File: src/rtl/freq_scaling_pkg.sv
// Shared definitions for the divided-clock generator and its receive-side monitor.
package freq_scaling_pkg;

  // Monitor tracking state
  typedef enum logic [1:0] {
    SEEK   = 2'd0,
    TRACK  = 2'd1,
    LOCKED = 2'd2
  } mon_state_e;

  // Nominal 50 MHz -> 3.125 MHz division: 8 cycles high, 8 cycles low
  localparam int EXP_HIGH_DEF = 8;
  localparam int EXP_LOW_DEF  = 8;
  localparam int DIV_RATIO    = 16;

  // Bits needed to hold 0..max_val (at least 1)
  function automatic int cnt_width(input int max_val);
    return (max_val < 2) ? 1 : $clog2(max_val + 1);
  endfunction

endpackage

File: src/rtl/clk_freq_monitor_if.sv
// Divided-clock input and measurement/status outputs of the frequency monitor.
interface clk_freq_monitor_if #(
  parameter int CNT_W = 8,
  parameter int ERR_W = 16
);
  logic             clk_in;
  logic             rise_strobe;
  logic             fall_strobe;
  logic             meas_valid;
  logic [CNT_W-1:0] meas_high;
  logic [CNT_W-1:0] meas_low;
  logic             period_err;
  logic             locked;
  logic [ERR_W-1:0] err_count;

  // Monitor side
  modport master (
    input  clk_in,
    output rise_strobe, fall_strobe, meas_valid, meas_high, meas_low,
           period_err, locked, err_count
  );

  // Consumer side (also owns the divided clock it feeds in)
  modport slave (
    output clk_in,
    input  rise_strobe, fall_strobe, meas_valid, meas_high, meas_low,
           period_err, locked, err_count
  );
endinterface

File: src/rtl/edge_detect_sync.sv
// Edge detector for a level already synchronous to clk_50M.
// rise/fall are combinational for the same-cycle datapath; the strobes are
// their registered copies for downstream clock-enables.
module edge_detect_sync (
  input  logic clk_50M,
  input  logic reset,
  input  logic d,
  output logic rise,
  output logic fall,
  output logic rise_strobe,
  output logic fall_strobe
);
  logic prev;

  assign rise = d & ~prev;
  assign fall = ~d & prev;

  // Previous sample and registered one-cycle edge strobes
  always_ff @(posedge clk_50M or posedge reset) begin
    if (reset) begin
      prev        <= 1'b0;
      rise_strobe <= 1'b0;
      fall_strobe <= 1'b0;
    end else begin
      prev        <= d;
      rise_strobe <= rise;
      fall_strobe <= fall;
    end
  end
endmodule

File: src/rtl/clk_freq_monitor.sv
// Receive-side checker for the divided clock: measures each period's high and
// low phase in clk_50M cycles, declares lock after a run of exact periods and
// flags bad periods and stuck clocks.
module clk_freq_monitor
  import freq_scaling_pkg::*;
#(
  parameter int CNT_W      = 8,
  parameter int EXP_HIGH   = EXP_HIGH_DEF,
  parameter int EXP_LOW    = EXP_LOW_DEF,
  parameter int LOCK_COUNT = 4,
  parameter int TIMEOUT    = 64,
  parameter int ERR_W      = 16
) (
  input logic                clk_50M,
  input logic                reset,
  clk_freq_monitor_if.master mon
);
  localparam int GOOD_W = cnt_width(LOCK_COUNT);
  localparam int IDLE_W = cnt_width(TIMEOUT);

  localparam logic [CNT_W-1:0]  CNT_MAX   = '1;
  localparam logic [CNT_W-1:0]  EXP_HI_C  = CNT_W'(EXP_HIGH);
  localparam logic [CNT_W-1:0]  EXP_LO_C  = CNT_W'(EXP_LOW);
  localparam logic [GOOD_W-1:0] GOOD_SAT  = GOOD_W'(LOCK_COUNT);
  localparam logic [GOOD_W-1:0] GOOD_LAST = GOOD_W'((LOCK_COUNT > 0) ? LOCK_COUNT - 1 : 0);
  localparam logic [IDLE_W-1:0] IDLE_SAT  = IDLE_W'(TIMEOUT);
  localparam logic [IDLE_W-1:0] IDLE_LAST = IDLE_W'((TIMEOUT > 0) ? TIMEOUT - 1 : 0);
  localparam logic [ERR_W-1:0]  ERR_MAX   = '1;
  // A TIMEOUT of 0 disables stuck-clock detection, so a rise always wins
  localparam bit                TO_EN     = (TIMEOUT > 0);

  logic              rise, fall, edge_any, timeout;
  mon_state_e        state_q, state_d;
  logic [CNT_W-1:0]  hi_cnt, lo_cnt;
  logic [IDLE_W-1:0] idle_cnt;
  logic [GOOD_W-1:0] good_cnt;
  logic              tracking, period_good, meas_take, err_evt;

  edge_detect_sync u_edge (
    .clk_50M     (clk_50M),
    .reset       (reset),
    .d           (mon.clk_in),
    .rise        (rise),
    .fall        (fall),
    .rise_strobe (mon.rise_strobe),
    .fall_strobe (mon.fall_strobe)
  );

  assign edge_any = rise | fall;
  // Fires on the cycle the idle count would reach TIMEOUT; the count then
  // parks at TIMEOUT so the event cannot repeat until an edge clears it.
  assign timeout  = TO_EN && !edge_any && (idle_cnt == IDLE_LAST);

  // Cycles since the last edge, saturating at TIMEOUT
  always_ff @(posedge clk_50M or posedge reset) begin
    if (reset)                    idle_cnt <= '0;
    else if (edge_any)            idle_cnt <= '0;
    else if (idle_cnt != IDLE_SAT) idle_cnt <= idle_cnt + 1'b1;
  end

  // FSM state register
  always_ff @(posedge clk_50M or posedge reset) begin
    if (reset) state_q <= SEEK;
    else       state_q <= state_d;
  end

  // FSM next state; a rise clears the idle count, so it can never coincide with a timeout
  always_comb begin
    state_d = state_q;
    unique case (state_q)
      SEEK:   if (rise) state_d = TRACK;
      TRACK:  begin
        if (rise) begin
          if (period_good && good_cnt >= GOOD_LAST) state_d = LOCKED;
        end else if (timeout) begin
          state_d = SEEK;
        end
      end
      LOCKED: begin
        if (rise) begin
          if (!period_good) state_d = TRACK;
        end else if (timeout) begin
          state_d = SEEK;
        end
      end
      default: state_d = SEEK;
    endcase
  end

  // FSM outputs: period qualification and error events
  always_comb begin
    tracking    = (state_q != SEEK);
    period_good = (hi_cnt == EXP_HI_C) && (lo_cnt == EXP_LO_C);
    meas_take   = tracking && rise;
    err_evt     = tracking && ((rise && !period_good) || timeout);
  end

  // Phase counters; the rise sample already belongs to the new high phase
  always_ff @(posedge clk_50M or posedge reset) begin
    if (reset) begin
      hi_cnt <= '0;
      lo_cnt <= '0;
    end else if (rise) begin
      hi_cnt <= CNT_W'(1);
      lo_cnt <= '0;
    end else if (!tracking) begin
      hi_cnt <= '0;
      lo_cnt <= '0;
    end else if (mon.clk_in) begin
      if (hi_cnt != CNT_MAX) hi_cnt <= hi_cnt + 1'b1;
    end else begin
      if (lo_cnt != CNT_MAX) lo_cnt <= lo_cnt + 1'b1;
    end
  end

  // Run length of consecutive exact periods; restarts on every fresh acquisition
  always_ff @(posedge clk_50M or posedge reset) begin
    if (reset) begin
      good_cnt <= '0;
    end else if (rise) begin
      if (!tracking || !period_good) good_cnt <= '0;
      else if (good_cnt != GOOD_SAT) good_cnt <= good_cnt + 1'b1;
    end
  end

  // Registered measurement, status and saturating error total
  always_ff @(posedge clk_50M or posedge reset) begin
    if (reset) begin
      mon.meas_valid <= 1'b0;
      mon.meas_high  <= '0;
      mon.meas_low   <= '0;
      mon.period_err <= 1'b0;
      mon.locked     <= 1'b0;
      mon.err_count  <= '0;
    end else begin
      mon.meas_valid <= meas_take;
      if (meas_take) begin
        mon.meas_high <= hi_cnt;
        mon.meas_low  <= lo_cnt;
      end
      mon.period_err <= err_evt;
      mon.locked     <= (state_d == LOCKED);
      if (err_evt && mon.err_count != ERR_MAX) mon.err_count <= mon.err_count + 1'b1;
    end
  end

endmodule

File: src/flat_wrapper.sv
// flat-port wrapper written by rule: the top's interface ports become plain ports
module clk_freq_monitor_flat import freq_scaling_pkg::*;
#(
  parameter int CNT_W      = 8,
  parameter int EXP_HIGH   = EXP_HIGH_DEF,
  parameter int EXP_LOW    = EXP_LOW_DEF,
  parameter int LOCK_COUNT = 4,
  parameter int TIMEOUT    = 64,
  parameter int ERR_W      = 16
)
  (clk_50M, reset, mon_clk_in, mon_rise_strobe, mon_fall_strobe, mon_meas_valid, mon_meas_high, mon_meas_low, mon_period_err, mon_locked, mon_err_count);
  clk_freq_monitor_if #(.CNT_W(CNT_W), .ERR_W(ERR_W)) mon_i ();
  input logic clk_50M;
  input logic reset;
  input wire logic [$bits(mon_i.clk_in)-1:0] mon_clk_in;
  output wire logic [$bits(mon_i.rise_strobe)-1:0] mon_rise_strobe;
  output wire logic [$bits(mon_i.fall_strobe)-1:0] mon_fall_strobe;
  output wire logic [$bits(mon_i.meas_valid)-1:0] mon_meas_valid;
  output wire logic [$bits(mon_i.meas_high)-1:0] mon_meas_high;
  output wire logic [$bits(mon_i.meas_low)-1:0] mon_meas_low;
  output wire logic [$bits(mon_i.period_err)-1:0] mon_period_err;
  output wire logic [$bits(mon_i.locked)-1:0] mon_locked;
  output wire logic [$bits(mon_i.err_count)-1:0] mon_err_count;
  assign mon_i.clk_in = mon_clk_in;
  assign mon_rise_strobe = mon_i.rise_strobe;
  assign mon_fall_strobe = mon_i.fall_strobe;
  assign mon_meas_valid = mon_i.meas_valid;
  assign mon_meas_high = mon_i.meas_high;
  assign mon_meas_low = mon_i.meas_low;
  assign mon_period_err = mon_i.period_err;
  assign mon_locked = mon_i.locked;
  assign mon_err_count = mon_i.err_count;
  clk_freq_monitor #(.CNT_W(CNT_W), .EXP_HIGH(EXP_HIGH), .EXP_LOW(EXP_LOW), .LOCK_COUNT(LOCK_COUNT), .TIMEOUT(TIMEOUT), .ERR_W(ERR_W)) u_core (.clk_50M(clk_50M), .reset(reset), .mon(mon_i));
endmodule
File: config.mk
export PLATFORM = sky130hd
export DESIGN_NAME = clk_freq_monitor_flat
export DESIGN_NICKNAME = d
export VERILOG_FILES = /design/src/rtl/freq_scaling_pkg.sv /design/src/rtl/clk_freq_monitor_if.sv /design/src/rtl/edge_detect_sync.sv /design/src/rtl/clk_freq_monitor.sv /design/src/flat_wrapper.sv
export SDC_FILE = /design/constraint.sdc
export NUM_CORES = 1
export LEC_CHECK = 0
export ABC_CLOCK_PERIOD_IN_PS = 2000
export BUFFER_PORTS_ARGS = -buffer_cell sky130_fd_sc_hd__buf_4
export CAP_MARGIN = 20
export CORE_MARGIN = 2
export CORE_UTILIZATION = 37
export DETAILED_ROUTE_END_ITERATION = 7
export GPL_TIMING_DRIVEN = 1
export PLACE_DENSITY = 0.65
export SYNTH_ARGS = -nofsm -noshare
export SYNTH_HDL_FRONTEND = slang
export SYNTH_SLANG_ARGS = --single-unit
File: constraint.sdc
create_clock -name clk_50M -period 2 [get_ports clk_50M]
set_input_delay 0.1 -clock clk_50M [delete_from_list [all_inputs] [get_ports clk_50M]]
set_output_delay 0.1 -clock clk_50M [all_outputs]
set_load 0.005 [all_outputs]
=== Word level (Yosys, flattened, before mapping) ===
Index checks and enable logic that the tools add are counted.
W data, S select, Z words.

* Flip-flop bits (word level): 66
* Bits in latches: 0
* Bits in writable memories: 0
* Bits in read-only memories: 0
* Output and inout port bits: 37
* Word-level logic and storage cells: 78
* Memories: 0

* $add $sub $neg: 5
* $mul: 0
* Div/mod/pow operators: 0
* $lt $le $gt $ge: 1
* Equality and inequality tests: 15
* Shift operators: 0
* Multiplexer cells: 19
* Bitwise logic cells: 5
* Reduce and logical (&&, ||, !) cells: 19

{| class="wikitable"
|+ Operators with widths
! operator !! number
|-
| $mux W8 || 8
|-
| $add A16 B1 Y16 const B || 1
|-
| $add A8 B1 Y8 const B || 2
|-
| $eq A8 B4 Y1 const B || 2
|-
| $ne A16 B16 Y1 const B || 1
|-
| $ne A8 B8 Y1 const B || 2
|-
| $mux W7 || 2
|-
| $mux W2 || 6
|-
| $ne A3 B2 Y1 const B || 4
|-
| $add A7 B1 Y7 const B || 1
|-
| $eq A7 B6 Y1 const B || 1
|-
| $logic_and A1 B1 Y1 || 7
|-
| $ne A7 B7 Y1 const B || 1
|-
| $mux W3 || 2
|-
| $pmux W2 S3 || 1
|-
| $reduce_and A2 Y1 || 3
|-
| $reduce_bool A2 Y1 || 3
|-
| $eq A2 B2 Y1 const B || 2
|-
| $add A3 B1 Y3 const B || 1
|-
| $ge A3 B2 Y1 const B || 1
|-
| $logic_not A1 Y1 || 3
|-
| $ne A3 B3 Y1 const B || 1
|-
| $and A1 B1 Y1 || 2
|-
| $eq A2 B1 Y1 const B || 1
|-
| 4 further kinds || 6
|}

=== Depth between registers and ports, before layout ===
Gate-level depths: netlist (run 1).

* Depth in word-level cells: 9
* Depth in mapped cells: 8
* Gate-level depth less buffers: 7

=== Modules after synthesis ===
From an unflattened synthesis (run 1), not the netlist that was laid out.

* Cell total of the unflattened synthesis: 316
* Area, all modules: 3171.8 um^2

{| class="wikitable"
|+ By module, submodules not included
! module !! times used !! cells each !! area each (um^2)
|-
| clk_freq_monitor || 1 || 310 || 3078.0
|-
| edge_detect_sync || 1 || 6 || 93.8
|}

=== Least setup slack after synthesis (run 1) ===
Ideal clock, no wire load.

* Kind: register to register
* From: register u_core.lo_cnt[0]
* To: register u_core.mon.err_count[1] (netlist bit)
* Library setup time: 0.128 ns
* Arrival time: 1.674 ns
* Data required time: 1.872 ns
* Slack: 0.198 ns
* Cell stages (with the launch flop): 8
* Path buffers: 0
* Clock period less this slack: 1.802 ns
* Path through: dfrtp_1 inv_1 ha_1 and4bb_2 nand4_2 o2bb2ai_4 nand2_1 mux2_1

* Word-level cells in the longest chain between the ends: 7

{| class="wikitable"
|+ Ends and longest elaborated chain
! item !! line !! RTL
|-
| start: declaration || clk_freq_monitor.sv:34 || <nowiki>logic [CNT_W-1:0] hi_cnt, lo_cnt;</nowiki>
|-
| start signal: assignment || clk_freq_monitor.sv:112 || <nowiki>if (lo_cnt != CNT_MAX) lo_cnt <= lo_cnt + 1'b1;</nowiki>
|-
| $eq A8 B4 Y1 || clk_freq_monitor.sv:93 || <nowiki>period_good = (hi_cnt == EXP_HI_C) && (lo_cnt == EXP_LO_C);</nowiki>
|-
| $logic_and A1 B1 Y1 || clk_freq_monitor.sv:93 ||
|-
| $logic_not A1 Y1 || n/a ||
|-
| $logic_and A1 B1 Y1 || clk_freq_monitor.sv:95 || <nowiki>err_evt = tracking && ((rise && !period_good) || timeout);</nowiki>
|-
| $logic_or A1 B1 Y1 || clk_freq_monitor.sv:95 ||
|-
| $logic_and A1 B1 Y1 || clk_freq_monitor.sv:95 ||
|-
| $logic_and A1 B1 Y1 || clk_freq_monitor.sv:143 || <nowiki>if (err_evt && mon.err_count != ERR_MAX) mon.err_count <= mon.err_count + 1'b1;</nowiki>
|-
| end signal: assignment || clk_freq_monitor.sv:143 ||
|-
| end: declaration || clk_freq_monitor_if.sv:20 || <nowiki>period_err, locked, err_count</nowiki>
|}

Every way passes these cells.
A chain may end at the register's enable or synchronous reset.

=== Worst setup path in the final report (run 1) ===
* From: register u_core.lo_cnt[0]
* To: register u_core.good_cnt[2]

* Word-level cells in the longest chain between the ends: 6
* Elaborated cells on any way between the ends: 7
* Classes of those cells: 1 x eq/ne; 1 x mux; 5 x reduce/logical

{| class="wikitable"
|+ Ends and longest elaborated chain
! item !! line !! RTL
|-
| $eq A8 B4 Y1 * || clk_freq_monitor.sv:93 ||
|-
| $logic_and A1 B1 Y1 * || clk_freq_monitor.sv:93 ||
|-
| $logic_not A1 Y1 * || n/a ||
|-
| $logic_or A1 B1 Y1 * || clk_freq_monitor.sv:121 || <nowiki>if (!tracking || !period_good) good_cnt <= '0;</nowiki>
|-
| $reduce_bool A2 Y1 (no source line) || n/a ||
|-
| $reduce_and A2 Y1 (no source line) || n/a ||
|-
| end signal: assignment || clk_freq_monitor.sv:122 || <nowiki>else if (good_cnt != GOOD_SAT) good_cnt <= good_cnt + 1'b1;</nowiki>
|-
| end: declaration || clk_freq_monitor.sv:36 || <nowiki>logic [GOOD_W-1:0] good_cnt;</nowiki>
|}

Mark *: on every way between the ends. The rest lies on a longest branch, timed or not.

==> impl_metrics.toml, run 1 <==
[drt]
viasPerCell = 4.907
vias = 2213
drc = 0
postRouteAntennaNets = 0
totalWireLength_mm = 6.250
avgRoutedWirePerCell_um = 13.86
drtIter0Drc = 126
firstDrtPassIters = 4

[synthesis]
synth_xor_area_frac = 0.08753
synth.avg_cell_area_um2 = 11.27
synth_compound_area_frac = 0.06213
synth_edf_count = 0
ys_ff_latch = 66
yosys_warnings = 0
synth_area_um2 = 3202
syn_inst = 284
ys_async_sr_fraction = 1.000
yosys.area_share.simple = 0.2052
ys_seq_area_frac = 0.5158
ys.flop_type = "dfrtp_1"
synth_cell_type_count = 46
synth_top_family_by_area = "simple AND/OR/NAND/NOR gates"
syn_nets = 299
synth.area.mux_share = 0.05588
synthAdderAreaFrac = 0.04689

[clock_network]
postCtsSetupRepairBufs = 0
cts_root_buffer = "clkbuf_8"
ctsHtreeMaxLevel = 3
clk_latency_ns = 0.34
cts_tree = "yes"
cts_hold_buf = 1
cts_resized = 0
clk_transition_reported_paths_ns = 0.07
cts_buffer_depth = 2
cts_buffers = 9
clock-sinks = 66

[pwr]
p_leak_nw = 1.889
pwr-share-comb = 0.191
p_clk_frac = 0.297
ir_drop_mv = 0.5094
power_frac_seq = 0.512
power.switching_uw = 914.1
switching_share = 0.2845
power_mw = 3.213
powerDensity_nw_per_um2 = 830.2
power.internal_mw = 2.299

[finish]
layout.nets = 356
regArea_um2 = 1652
area_growth_pct = 20.87
multi_input_area_um2 = 1465
drive_gt1_frac = 0.2717
final.fill_count = 754
diodes = 0

[grt]
grt_pass1_vias = 2352
grt_pass1_wl_mm = 11.07
grt_overflow = 0
grtUsageTotal = 0.1459
grt_antenna_before_repair = 0
grt_max_degree = 67

[die]
ios = 40
dieArea_um2 = 9414
die_h_um = 97.03
dieWidth_um = 97.03
initial_core_util = 0.3858
row_count = 33
core-area_um2 = 8299

[setup_path]
crit_buf_inv = 2
max_stage_delay_ns = 0.40
critPathTopFamily = "simple AND/OR/NAND/NOR gates"
cp_data_arrival_time_ns = 2.14
worstSetupPathType = "flip-flop to flip-flop"
cp_max_fo = 5
cp-start-kind = "flip-flop"
r2r_cells = 8
crit_chain = "inv_1 > ha_1 > and4bb_2 > nand4_2 > buf_4 > nor2_1 > a21boi_0 > o22ai_1"
r2r_slack_ns = 0.12
critPathCaptureType = "flip-flop"
worstReg2RegEnd = "u_core.good_cnt[2]"
crit_path_top_delay_cell = "dfrtp_1"
required_ns = 2.26
crit_cells = 8
reg2reg_from = "u_core.lo_cnt[0]"

[sta]
setup_viol = 0
final_max_slew_viol_count = 0
tightestPinTransition_ns = 0.5234
fin_setup_tns_ns = 0
finClkSkew_ns = 0.007710
rsz0062_at_grt = "no"
hold-worst-slack_ns = 0.06679
slew_headroom = 0.6484
period_minus_slack_ns = 1.882
hold_viol = 0
fin_crit_sh = 0.9411
fmax_mhz = 531.3

[place]
dp_hpwl_mm = 4.469
portBuffers = 39
finalWeightedCongestion = 0.8136

[worst_hold_path]
min_to = "u_core.u_edge.prev"
whs_path_depth = 2
worstHoldPathType = "input port to flip-flop"
hp-start = "mon_clk_in"

[run_status]
status = "finished clean"

[flow_run]
drv_cap = 0
==> worst max path at each step <==
| stage | from | slack (ns) | to |
|---|---|---|---|
| global placement | u_core.lo_cnt[0] | 0.21 | u_core.mon.err_count[1] |
| finish | u_core.lo_cnt[0] | 0.12 | u_core.good_cnt[2] |
| floorplan | u_core.lo_cnt[0] | 0.20 | u_core.mon.err_count[1] |
| CTS | u_core.lo_cnt[0] | 0.11 | u_core.state_q[1] |
| global route | u_core.lo_cnt[0] | 0.003 | u_core.good_cnt[0] |
| detailed placement | u_core.lo_cnt[0] | 0.14 | u_core.mon.locked |
==> metal layers <==
layer  global-route usage  part of all wire
met2               0.2404              0.50
met4              0.05417             0.019
met5                    0                 0
met3              0.05058             0.035
met1               0.1767              0.44
==> power groups by stage <==
stage / combinational, mW / sequential, mW / clock (mW)
2_1_floorplan: 0.336 / 1.66 / 0
3_3_place_gp: 0.611 / 1.66 / 0
3_5_place_dp: 0.622 / 1.67 / 0
4_1_cts: 0.630 / 1.65 / 1.00
5_1_grt: 0.681 / 1.67 / 1.07
6_report: 0.614 / 1.64 / 0.954
==> registers in the layout, summed over array words and instances, names as in the netlist <==
register                   count
u_core.good_cnt                3
u_core.hi_cnt                  8
u_core.idle_cnt                7
u_core.lo_cnt                  8
u_core.mon.err_count          16
u_core.mon.locked              1
u_core.mon.meas_high           8
u_core.mon.meas_low            8
u_core.mon.meas_valid          1
u_core.mon.period_err          1
u_core.state_q                 2
u_core.u_edge.fall_strobe      1
u_core.u_edge.prev             1
u_core.u_edge.rise_strobe      1
==> metrics by stage <==
step	util	instances	setup slack [ns]	instance area, um^2
after global routing	0.4663	451	0.003087	3870
after detailed placement	0.4453	434	0.1409	3696
final	0.4663	451	0.1178	3870
after floorplan	-	284	0.1981	3202
after CTS	0.4663	451	0.1082	3870
after global placement	0.4453	434	0.2093	3696
==> cells in the final DEF, fill, tap and decap left out, types with 2 or more instances in the layout <==
cell type and n:
and3_1 7, clkbuf_1 3, xor2_1 9, dfrtp_1 66, and4_1 4, mux2_2 14
clkinv_2 3, o21ai_0 6, xnor2_1 23, nand4_2 3, a211oi_1 3, nor2b_1 3
nand3_2 2, and2_1 5, inv_1 13, nand3_1 11, a21oi_1 7, nand4_1 11
clkbuf_8 10, ha_1 12, nor2_1 25, nand2_1 25, buf_4 50, nor3_1 4
==> cell families after synthesis <==
| family | after synthesis |
|---|---|
| AOI/OAI and AO/OA | 26 |
| xor gates and xnor gates | 32 |
| adders and majority gates | 12 |
| buffers and inverters | 20 |
| DFF | 66 |
| muxes | 16 |
| and+or+nand+nor | 112 |
==> cell type report <==
cell class,count,area share
inverters,14,0.01358
repair buffers,52,0.1048
clock inverters,3,0.003880
multi-input cells,198,0.3786
clock buffers,13,0.03847
flip-flops and latches,66,0.4268
well taps,105,0.03395
==> cells in the mapped netlist (2+ instances only) <==
cell / instances / area [um^2]
nor3_1: 4 / 20.02
nor2_1: 25 / 93.84
ha_1: 12 / 150.1
mux2_2: 14 / 157.7
nand2_1: 25 / 93.84
o21ai_0: 7 / 35.03
inv_1: 14 / 52.55
nand3_2: 2 / 20.02
clkbuf_1: 3 / 11.26
nor2b_1: 3 / 18.77
buf_2: 2 / 10.01
and4_1: 4 / 35.03
nand3_1: 11 / 55.05
nand4_2: 3 / 37.54
nand4_1: 11 / 68.82
and2_1: 5 / 31.28
a21oi_1: 7 / 35.03
a211oi_1: 3 / 22.52
and3_1: 7 / 43.79
dfrtp_1: 66 / 1652
xnor2_1: 23 / 201.4
xor2_1: 9 / 78.83
Power figures use the tool's default switching activity.
==> run 2, diff against run 1 <==
BUFFER_PORTS_ARGS = default   (was -buffer_cell sky130_fd_sc_hd__buf_4)
DONT_BUFFER_PORTS = 1   (was default)
PLACE_DENSITY = 0.61   (was 0.65)
==> run 2 against run 1 <==
  * Worst hold slack gained 0.071 ns
  * First-iteration DRC count shrank 25%
  * Largest power group unchanged
  * Register-to-register slack gained 0.03 ns
  * Sequential cell count is the same
  * Clock-buffer cell count shrank 3
  * Die area is the same
  * Critical endpoint is now u_core.mon.err_count[5]
  * Wire length shrank 0.46%
  * Non-clock buffer count shrank 33
  * Sequential power is essentially flat
  * Largest cell class unchanged
  * Critical path depth is the same
==> impl_metrics.toml, run 2 (same netlist as run 1, synthesis figures left out) <==
[setup_path]
cp_data_arrival_time_ns = 2.08
max_stage_delay_ns = 0.40
reg2reg_from = "u_core.hi_cnt[0]"
crit_path_top_delay_cell = "dfrtp_1"
critPathCaptureType = "flip-flop"
r2r_slack_ns = 0.15
required_ns = 2.23
crit_chain = "inv_1 > ha_1 > and4bb_2 > nand4_2 > o2bb2ai_4 > buf_4 > nand4_1 > xnor2_1"
worstReg2RegEnd = "u_core.mon.err_count[5]"
r2r_cells = 8
crit_buf_inv = 2
worstSetupPathType = "flip-flop to flip-flop"
cp_max_fo = 15
cp-start-kind = "flip-flop"
critPathTopFamily = "simple AND/OR/NAND/NOR gates"

[finish]
regMostFlops = "u_core.mon.err_count"
final_core_util = 0.4452
drive_gt1_frac = 0.2013
largest_reg_flops = 16
area_growth_pct = 15.40
diodes = 0
most-common-layout-cells = "66 x dfrtp_1, 25 x nor2_1, 25 x nand2_1"
layout_commonest_cell = "dfrtp_1"
layout.nets = 323
fin_cells = 418

[pwr]
power.internal_mw = 2.469
switching_share = 0.2781
p_leak_nw = 1.738
power_frac_seq = 0.484
powerDensity_nw_per_um2 = 925.8
ir_drop_mv = 0.4620
power.switching_uw = 951.4
p_clk_frac = 0.370
pwr-share-comb = 0.146

[clock_network]
clk_transition_reported_paths_ns = 0.07
cts_buffers = 9
cts_tree = "yes"
clock-sinks = 66
cts_root_buffer = "clkbuf_8"
clk_latency_ns = 0.34
ctsHtreeMaxLevel = 3
postCtsSetupRepairBufs = 0
cts_buffer_depth = 2

[drt]
totalWireLength_mm = 6.221
drc = 0
drtIter0Drc = 94
viasPerCell = 5.045
firstDrtPassIters = 4
vias = 2109
avgRoutedWirePerCell_um = 14.88
postRouteAntennaNets = 0

[sta]
setup_viol = 0
fin_ws_ns = 0.1512
fmax_mhz = 540.9
period_minus_slack_ns = 1.849
fin_setup_tns_ns = 0
hold_viol = 0
finClkSkew_ns = 0.007238
rsz0062_at_grt = "no"
hold-worst-slack_ns = 0.1375
tightestPinTransition_ns = 0.5344
final_max_slew_viol_count = 0
slew_headroom = 0.6410
fin_crit_sh = 0.9244

[grt]
grt_pass1_vias = 2084
grtUsageTotal = 0.1406
grt_antenna_before_repair = 0
grt_max_degree = 67
grt_overflow = 0
grt_pass1_wl_mm = 10.57

[die]
core-area_um2 = 8299
dieArea_um2 = 9414
initial_core_util = 0.3858
die_h_um = 97.03
ios = 40
dieWidth_um = 97.03
row_count = 33

[worst_hold_path]
min_to = "u_core.hi_cnt[3]"
whs_path_depth = 3
worstHoldPathType = "input port to flip-flop"
hp-start = "mon_clk_in"

[run_status]
status = "finished clean"

[place]
dp_slack_ns = 0.1476
finalWeightedCongestion = 0.7508
portBuffers = 0
place_inst = 399
dp_hpwl_mm = 4.327

[flow_run]
drv_cap = 0
[run 2: power by group through the flow]
| stage | Sequential (mW) | Combinational (mW) | Clock, mW |
|---|---|---|---|
| 4_1_cts | 1.66 | 0.512 | 1.31 |
| 3_5_place_dp | 1.69 | 0.501 | 0 |
| 3_3_place_gp | 1.68 | 0.490 | 0 |
| 6_report | 1.66 | 0.498 | 1.27 |
| 5_1_grt | 1.68 | 0.570 | 1.36 |
| 2_1_floorplan | 1.66 | 0.336 | 0 |
[run 2: layout make-up]
type                       count  area (um^2)
inverter                      14        52.55
clock buffer                  10        137.6
tap                          105        131.4
timing repair buffer          19        162.7
clock inverter                 6        90.09
multi-input combinational    198         1469
sequential                    66         1652
fill                         766         4604
[run 2: repair_timing]
item                                   in CTS  in global routing
endpoints found under the hold margin      71                  0
resized for setup                           0                  0
hold buffers                                3                  0
[run 2: per-stage QoR]
stage          power, mW  area, um^2
2_1_floorplan      1.993        3202
5_1_grt            3.608        3695
4_1_cts            3.480        3695
3_5_place_dp       2.189        3437
3_3_place_gp       2.170        3437
6_report           3.421        3695
[run 2: worst max path at each step]
stage,to,start,cells after the start
3_5_place_dp,u_core.mon.err_count[12],u_core.u_edge.prev,7
2_1_floorplan,u_core.mon.err_count[1],u_core.lo_cnt[0],7
6_report,u_core.mon.err_count[5],u_core.hi_cnt[0],8
5_1_grt,u_core.mon.err_count[8],u_core.hi_cnt[0],8
3_3_place_gp,u_core.mon.err_count[11],u_core.hi_cnt[0],8
4_1_cts,u_core.mon.err_count[5],u_core.hi_cnt[0],8
[run 2: tightest hold or removal path, stage by stage]
cell,delay (ns)
o211ai_1,0.16
xor2_1,0.10
nor2_1,0.08
[run 2: per-layer routing]
| layer | vias up | global-route usage | wire length [um] |
|---|---|---|---|
| met2 | 42 | 0.2137 | 2979 |
| met4 | 0 | 0.04442 | 68 |
| met5 | - | 0 | 0 |
| met1 | 1030 | 0.1879 | 2858 |
| met3 | 7 | 0.05130 | 315 |
| li1 | 1030 | - | - |
==> run 3, diff against run 2 <==
CELL_PAD_IN_SITES_DETAIL_PLACEMENT = 1   (was default)
CELL_PAD_IN_SITES_GLOBAL_PLACEMENT = 2   (was default)
PLACE_DENSITY = 0.81   (was 0.61)
==> run 3 against run 2 <==
  * Non-clock buffer count stayed put
  * Global-route usage increased by 2.1 points
  * Via count increased by 2.4%
  * Wire length grew 11%
  * Core utilization decreased by 0.39 points
  * Clock power shrank 11%
  * Worst hold slack got worse by 0.13 ns
  * Critical endpoint is now u_core.good_cnt[0]
==> impl_metrics.toml, run 3 (same netlist as run 1, synthesis figures left out) <==
[die]
initial_core_util = 0.3858
core-area_um2 = 8299
row_count = 33
die_h_um = 97.03
ios = 40
dieWidth_um = 97.03
dieArea_um2 = 9414

[grt]
grtUsageTotal = 0.1614
grt_pass1_wl_mm = 12.08
grt_overflow = 0
grt_antenna_before_repair = 0
grt_pass1_vias = 2335
grt_max_degree = 31

[sta]
final_max_slew_viol_count = 0
rsz0062_at_grt = "no"
fin_crit_sh = 0.9185
fmax_mhz = 544.4
finClkSkew_ns = 0.009192
setup_viol = 0
tightestPinTransition_ns = 0.5617
period_minus_slack_ns = 1.837
hold_viol = 0
slew_headroom = 0.6250
fin_setup_tns_ns = 0

[finish]
final.fill_count = 928
layout.nets = 323
area_growth_pct = 14.38
regMostFlops = "u_core.mon.err_count"
most-common-layout-cells = "66 x dfrtp_1, 25 x nand2_1, 24 x nor2_1"
drive_gt1_frac = 0.2045
largest_reg_flops = 16
diodes = 0
layout_commonest_cell = "dfrtp_1"

[drt]
totalWireLength_mm = 6.918
avgRoutedWirePerCell_um = 16.55
firstDrtPassIters = 4
viasPerCell = 5.167
vias = 2160
drc = 0
drtIter0Drc = 66
postRouteAntennaNets = 0

[pwr]
power_frac_seq = 0.506
ir_drop_mv = 0.3445
power_mw = 3.286
pwr-share-comb = 0.149
power.switching_uw = 951.3
powerDensity_nw_per_um2 = 897.2
power.internal_mw = 2.335
p_leak_nw = 1.727
switching_share = 0.2895
p_clk_frac = 0.344

[clock_network]
clock-sinks = 66
cts_buffers = 9
clk_latency_ns = 0.35
ctsHtreeMaxLevel = 3
cts_buffer_depth = 2
postCtsSetupRepairBufs = 0
cts_root_buffer = "clkbuf_8"
clk_transition_reported_paths_ns = 0.07
cts_tree = "yes"

[flow_run]
drv_cap = 0

[run_status]
status = "finished clean"

[setup_path]
crit_path_top_delay_cell = "dfrtp_1"
critPathTopFamily = "simple AND/OR/NAND/NOR gates"
cp_data_arrival_time_ns = 2.11
critPathCaptureType = "flip-flop"
required_ns = 2.28
worstSetupPathType = "flip-flop to flip-flop"
max_stage_delay_ns = 0.42
crit_chain = "inv_1 > ha_1 > and4bb_2 > nand4_2 > buf_4 > o31ai_1 > nand2_1 > o21ai_0"
cp_max_fo = 5
cp-start-kind = "flip-flop"
crit_buf_inv = 2

[worst_hold_path]
worstHoldPathType = "input port to flip-flop"

[place]
finalWeightedCongestion = 0.7573
portBuffers = 0
dp_hpwl_mm = 4.954
[run 3: changes by cell type in the layout (fill, tap and decap cells not counted), sizes merged]
cell / change
buf: +1
clkinvlp: -1
clkinv: +1
clkbuf: +1
bufinv: -1
dlygate4sd3: -1
[run 3: metrics by stage]
stage / utilization / setup slack, ns / std cells / area (um^2) / hold WS, ns
floorplan: - / 0.1981 / 284 / 3202 / 0.1314
global placement: 0.4150 / 0.2162 / 400 / 3445 / 0.06589
detailed placement: 0.4150 / 0.1146 / 400 / 3445 / 0.06945
CTS: 0.4410 / 0.1131 / 418 / 3660 / 0.01293
global route: 0.4413 / 0.03205 / 418 / 3662 / 0.01533
finish: 0.4413 / 0.1630 / 418 / 3662 / 0.007420
[run 3: final timing paths]
| path | to | slack, ns | from | cells past startpoint |
|---|---|---|---|---|
| max | u_core.good_cnt[0] | 0.16 | u_core.hi_cnt[0] | 8 |
| min | u_core.u_edge.fall_strobe | 0.007 | mon_clk_in | 2 |
| max reg2reg | u_core.good_cnt[0] | 0.16 | u_core.hi_cnt[0] | 8 |
| min reg2reg | u_core.mon.meas_high[1] | 0.51 | u_core.mon.meas_high[1] | 2 |
| max in group asynchronous | u_core.mon.meas_high[3] | 1.14 | reset | 3 |
| min in group asynchronous | u_core.mon.err_count[13] | 0.25 | reset | 2 |
[run 3: timing repair]
item | CTS | global route
hold buffers | 2 | 0
resized for setup | 0 | 1
endpoints found under the hold margin | 25 | 0
setup endpoints to repair | 0 | 1
[run 3: power by group through the flow]
stage               combinational, mW  sequential (mW)  clock (mW)
floorplan                       0.336             1.66           0
global placement                0.484             1.69           0
detailed placement              0.497             1.69           0
CTS                             0.506             1.67        1.16
global route                    0.561             1.69        1.24
finish                          0.491             1.66        1.13
[run 3: worst reg2reg max path: cells and delay by family, from the launching register on]
family / cells / cell delay, ns
AOI/OAI and AO/OA: 2 / 0.40
adders and majority gates: 1 / 0.15
buffers and inverters: 2 / 0.30
DFF: 1 / 0.42
and+or+nand+nor: 3 / 0.48
[run 3: layout make-up]
class	count	area [um^2]	share of cell area
clock buffer	11	141.4	0.03861
clock inverter	5	53.80	0.01469
inverter	14	52.55	0.01435
multi-input combinational	198	1471	0.4018
sequential	66	1652	0.4510
tap	105	131.4	0.03587
timing repair buffer	19	160.2	0.04373
[run 3: routing by layer]
metal / global-route usage / wire length, um
met1: 0.2060 / 3194
met3: 0.04408 / 242
met5: 0 / 0
met4: 0.06176 / 126
met2: 0.2618 / 3353
